==> src/rtl/nibble_serial_add_ctrl_pkg.sv <==
// Shared definitions for the nibble-serial add/subtract sequencer:
// sequencer state encoding and the width of the shared arithmetic slice.
package nibble_serial_add_ctrl_pkg;

  // Width of the shared ripple slice; operands are walked this many bits per cycle.
  localparam int NIB_W = 4;

  typedef enum logic [1:0] {
    ST_IDLE = 2'd0,
    ST_RUN  = 2'd1,
    ST_DONE = 2'd2
  } state_t;

endpackage

==> src/rtl/nibble_serial_add_ctrl_rc4.sv <==
// rc4: 4-bit ripple-carry slice with block propagate/generate outputs.
// G/P are carry-in independent so the caller can fold them into flags.
module rc4
  import nibble_serial_add_ctrl_pkg::*;
(
  input  logic [NIB_W-1:0] i_a,
  input  logic [NIB_W-1:0] i_b,
  input  logic             i_cin,
  output logic [NIB_W-1:0] o_sum,
  output logic             o_cout,
  output logic             o_p_block,
  output logic             o_g_block
);

  logic w_c;
  logic w_g;

  // Ripple the carry bit by bit; a second chain seeded with 0 gives block generate.
  always_comb begin
    // NOTE: defaults first so every path assigns every output -- no latch is inferred.
    o_sum = '0;
    w_c   = i_cin;
    w_g   = 1'b0;
    for (int i = 0; i < NIB_W; i++) begin
      o_sum[i] = i_a[i] ^ i_b[i] ^ w_c;
      w_c      = (i_a[i] & i_b[i]) | (w_c & (i_a[i] ^ i_b[i]));
      w_g      = (i_a[i] & i_b[i]) | (w_g & (i_a[i] ^ i_b[i]));
    end
  end

  assign o_cout    = w_c;
  assign o_g_block = w_g;
  assign o_p_block = &(i_a ^ i_b);

endmodule

==> src/rtl/nibble_serial_add_ctrl.sv <==
// Multi-cycle add/subtract: one rc4 slice is reused across all nibbles,
// LSB first, with the inter-nibble carry held in a flop. Valid/ready on
// both sides; equality, overflow and signed less-than flags on the result.
module nibble_serial_add_ctrl
  import nibble_serial_add_ctrl_pkg::*;
#(
  parameter int WIDTH = 32
) (
  input  logic             clock,
  input  logic             reset,
  input  logic             in_valid,
  output logic             in_ready,
  input  logic [WIDTH-1:0] data_operandA,
  input  logic [WIDTH-1:0] data_operandB,
  input  logic             ctrl_sub,
  output logic             out_valid,
  input  logic             out_ready,
  output logic [WIDTH-1:0] data_result,
  output logic             cout,
  output logic             overflow,
  output logic             isNotEqual,
  output logic             isLessThan
);

  localparam int NNIB  = WIDTH / NIB_W;
  localparam int CNT_W = (NNIB > 1) ? $clog2(NNIB) : 1;
  localparam logic [CNT_W-1:0] LAST_NIB = CNT_W'(NNIB - 1);

  state_t           r_state, w_state_nxt;
  logic [WIDTH-1:0] r_a, r_bx, r_result;
  logic [CNT_W-1:0] r_count;
  logic             r_carry, r_sub, r_all_p, r_sa, r_sb;

  logic [NIB_W-1:0] w_sum;
  logic             w_cout, w_p_block, w_g_block;
  logic             w_accept, w_last, w_overflow;

  assign w_accept = (r_state == ST_IDLE) && in_valid;
  assign w_last   = (r_count == LAST_NIB);

  rc4 u_rc4 (
    .i_a       (r_a[NIB_W-1:0]),
    .i_b       (r_bx[NIB_W-1:0]),
    .i_cin     (r_carry),
    .o_sum     (w_sum),
    .o_cout    (w_cout),
    .o_p_block (w_p_block),
    .o_g_block (w_g_block)
  );

  // State register; reset aborts any operation in flight.
  always_ff @(posedge clock or posedge reset) begin
    // NOTE: sequential state uses non-blocking assignments so all flops update together.
    if (reset) r_state <= ST_IDLE;
    else       r_state <= w_state_nxt;
  end

  // Next-state decode: accept in IDLE, walk the nibbles in RUN, hand off in DONE.
  always_comb begin
    w_state_nxt = r_state;
    unique case (r_state)
      ST_IDLE: if (in_valid)  w_state_nxt = ST_RUN;
      ST_RUN:  if (w_last)    w_state_nxt = ST_DONE;
      ST_DONE: if (out_ready) w_state_nxt = ST_IDLE;
      default:                w_state_nxt = ST_IDLE;
    endcase
  end

  // Datapath: latch operands on accept, then shift one nibble per RUN cycle.
  always_ff @(posedge clock or posedge reset) begin
    if (reset) begin
      r_a      <= '0;
      r_bx     <= '0;
      r_result <= '0;
      r_count  <= '0;
      r_carry  <= 1'b0;
      r_sub    <= 1'b0;
      r_all_p  <= 1'b1;
      r_sa     <= 1'b0;
      r_sb     <= 1'b0;
    end else if (w_accept) begin
      r_a     <= data_operandA;
      r_bx    <= ctrl_sub ? ~data_operandB : data_operandB;
      r_carry <= ctrl_sub;
      r_sub   <= ctrl_sub;
      r_count <= '0;
      r_all_p <= 1'b1;
    end else if (r_state == ST_RUN) begin
      r_a      <= r_a  >> NIB_W;
      r_bx     <= r_bx >> NIB_W;
      r_result <= {w_sum, r_result[WIDTH-1:NIB_W]};
      r_carry  <= w_cout;
      r_all_p  <= r_all_p & w_p_block;
      if (w_last) begin
        r_sa <= r_a[NIB_W-1];
        r_sb <= r_bx[NIB_W-1];
      end else begin
        r_count <= r_count + CNT_W'(1);
      end
    end
  end

  // Handshake outputs come from registered state; in_ready is also masked by reset.
  assign in_ready  = (r_state == ST_IDLE) && !reset;
  assign out_valid = (r_state == ST_DONE);

  // Flags: A == B exactly when every nibble of A + ~B propagates.
  assign w_overflow  = (r_sa == r_sb) && (r_result[WIDTH-1] != r_sa);
  assign data_result = r_result;
  assign cout        = r_carry;
  assign overflow    = w_overflow;
  assign isNotEqual  = r_sub & ~r_all_p;
  assign isLessThan  = r_sub & (r_result[WIDTH-1] ^ w_overflow);

  // The slice carry must agree with its own block generate/propagate.
  a_slice_carry : assert property (@(posedge clock) disable iff (reset)
    (r_state == ST_RUN) |-> (w_cout == (w_g_block | (w_p_block & r_carry))));

endmodule

==> config.mk <==
export PLATFORM = sky130hd
export DESIGN_NAME = nibble_serial_add_ctrl
export DESIGN_NICKNAME = d
export VERILOG_FILES = /design/src/rtl/nibble_serial_add_ctrl_pkg.sv /design/src/rtl/nibble_serial_add_ctrl_rc4.sv /design/src/rtl/nibble_serial_add_ctrl.sv
export SDC_FILE = /design/constraint.sdc
export NUM_CORES = 1
export LEC_CHECK = 0
export ABC_AREA = 0
export CAP_MARGIN = 40
export CORE_MARGIN = 2
export CORE_UTILIZATION = 51
export DETAILED_ROUTE_END_ITERATION = 10
export GPL_TIMING_DRIVEN = 0
export PLACE_DENSITY = 0.78
export REMOVE_ABC_BUFFERS = 1
export SLEW_MARGIN = 20
export SYNTH_ARGS = -nofsm -noshare
export SYNTH_HDL_FRONTEND = slang
export SYNTH_HIERARCHICAL = 1
export SYNTH_SLANG_ARGS = --single-unit
export TNS_END_PERCENT = 100
==> constraint.sdc <==
create_clock -name clock -period 4.83 [get_ports clock]
set_clock_uncertainty 0.15 [all_clocks]
set_input_delay 0.966 -clock clock [delete_from_list [all_inputs] [get_ports clock]]
set_output_delay 0.966 -clock clock [all_outputs]
set_load 0.1 [all_outputs]
==> qor_table.md <==
| Result | Value |
|---|---|
| Clock edge transition at the registers on the reported setup and hold paths | 0.09 ns |
| Result of the run | completed |
| Avg Cell Area, Syn | 9.20 sq um |
| Largest net degree at the start of global routing | 76 |
| Width of the chip | 103 um |
| Starting density of the core | 0.519 |
| Total clock buffers created by CTS | 9 |
| CP endpoint kind | output pin |
| Buffer type at the clock tree root | clkbuf_8 |
| Synth warn | 6 |
| Total leakage power | 3.34 nW |
| Arrival time reported for the critical path endpoint | 2.35 ns |
| Antenna violation net count after detailed routing | 0 |
| Initial antenna violation count | 0 |
| Worst min-delay path category | reg -> reg |
| Placer Congestion | 0.759 |
| FF-to-FF setup slack | 2.48 ns |
| Synth-to-layout area growth | 39.8% |
| Grt met2 use | 0.376 |
| Kind of critical path | in -> out |
| Slew @ Worst Pin | 0.562 ns |
| Wire length after detailed routing | 11400 um |
| Final min period | 3.46 ns |
| Required time of the worst setup path | 3.71 ns |
| Average wire length per cell after detail routing | 14.2 um |
| Iteration count of the initial detailed-routing pass | 5 |
| Maximum fanout along the worst path | 2 |
| GRT Total Usage | 0.227 |
| Least setup slack across all paths after layout | 1.37 ns |
| Cell area after synthesis | 5030 sq um |
| Timing startpoint of the critical path | reset |
| Worst R2R Path Depth | 10 |
| Worst hold stages | 2 |
| Core Area | 9680 sq um |
| I/O pin total | 107 |
| Clock tree from TritonCTS | yes |
| GR Util met1 | 0.296 |
| Final Hold Vio Count | 0 |
| DRC violations left | 0 |
| I/O Buffers | 106 |
| ANT cells | 0 |
| Startpoint of the lowest-slack register-to-register path | r_bx[0]$_DFFE_PP0P_ |
| Worst vdd ir | 0.000471 V |
| Sink of the worst hold path | r_a[6]$_DFFE_PP0P_ |
| Areal power density over the cells | 758 nW/um^2 |
| Worst r2r dst | data_result[31]$_DFFE_PP0P_ |
| Minimum setup slack after placement | 1.36 ns |
| RSZ-0062 raised after global routing | no |
| Remaining max-slew budget at the tightest pin | 0.624 |
| Hold bufs inserted after CTS | 0 |
| Final count of pins violating max slew | 0 |
| Share of final-layout standard cells stronger than drive strength 1 | 0.109 |
| Vias in the first global route | 3938 |
| Post-route clock period utilization | 0.717 |
| Startpoint types | primary input |
| Sequential cell area | 2650 sq um |
| Mean number of vias per cell | 5.17 |
| Count of buffers added by post-CTS timing repair for setup | 0 |
| Max capacitance violation total | 0 |
| Die height | 103 um |
| Iter 0 DRT Violations | 184 |
| Power, Total | 5.33 mW |
| CTS H-tree lvls | 3 |
| Area used by multi-input combinational logic | 2080 sq um |
| Total congestion overflow after global routing | 0 |
| Half-perimeter wire length after detailed placement | 7990 um |
| Full die area | 10700 sq um |
| Busiest metal layer after global routing | met2 |
| Buffer depth of the longest clock path | 2 |
| Met3 global-route usage | 0.0370 |
| HP Start | r_a[10]$_DFFE_PP0P_ |
| Final setup violating endpoints | 0 |
| Vias after detailed routing | 4184 |
| Clk sink count | 106 |
| Number of instances in the synthesized netlist | 547 |
| Number of nets in the finished design | 751 |
| PostCTS Resize Cnt | 0 |
| Wire length of the first global-routing pass | 18800 um |
| Clk Latency, worst-skew pair | 0.37 ns |
| Core Rows | 36 |
| Achievable clock frequency | 289 MHz |
| # fillers | 695 |
-- registers in the layout, summed over array words and instances, names as in the netlist --
signal,cells
data_result,32
r_a,32
r_bx,32
r_count,3
r_state,2
cout,1
r_all_p,1
r_sa,1
r_sb,1
r_sub,1
-- metrics by stage --
step	TNS, ns	instances	area [sq um]	hold slack, ns	util
floorplan	0	508	4760	0.303	-
global route	0	809	7030	0.373	0.726
CTS	0	809	7030	0.347	0.726
finish	0	809	7030	0.345	0.726
global placement	-135.01	747	5980	0.307	0.618
detailed placement	0	794	6810	0.323	0.704
-- routing by layer --
metal,share of wire,wire (um),vias to the layer above
li1,-,-,2029
met1,0.43,4890,2020
met2,0.51,5860,116
met3,0.040,458,19
met4,0.021,238,0
met5,0,0,-
-- where the power goes --
part / switching, mW / internal (mW) / leakage, nW / total, mW
clock: 0.295 / 0.303 / 0.112 / 0.597
sequential: 0.275 / 1.29 / 1.33 / 1.57
combinational: 1.98 / 1.19 / 1.90 / 3.17
-- area by class of cell --
| class | count | area share |
|---|---|---|
| inverters | 12 | 0.00712 |
| clock inverters | 5 | 0.0112 |
| well taps | 133 | 0.0237 |
| multi-input cells | 390 | 0.295 |
| clock buffers | 10 | 0.0196 |
| repair buffers | 153 | 0.266 |
| flip-flops and latches | 106 | 0.377 |
-- cell usage in the layout, fill, tap and decap left out, drive strengths merged --
cell,instances
a21boi,1
a21oi,2
a22oi,29
a31oi,28
and4,1
buf,48
bufinv,2
clkbuf,10
clkdlybuf4s50,105
clkinv,3
dfrtp,105
dfstp,1
fa,4
ha,6
inv,12
mux2,2
nand2,198
nand2b,2
nand3,37
nor2,30
nor2b,2
nor3,1
nor3b,2
o21ai,11
or3b,1
xnor2,5
xor2,28
-- worst max-delay path by stage --
stage	to	depth (start not counted)
2_1_floorplan	isLessThan	2
3_3_place_gp	r_sa$_DFFE_PP0P_	3
3_5_place_dp	in_ready	4
4_1_cts	in_ready	4
5_1_grt	in_ready	4
6_report	in_ready	4
-- worst max-delay path, cell delays in order --
cell	delay, ns
clkdlybuf4s50_1	0.48
nor3_1	0.16
clkdlybuf4s50_1	0.54
buf_8	0.20
(Power assumes the default switching activity.)
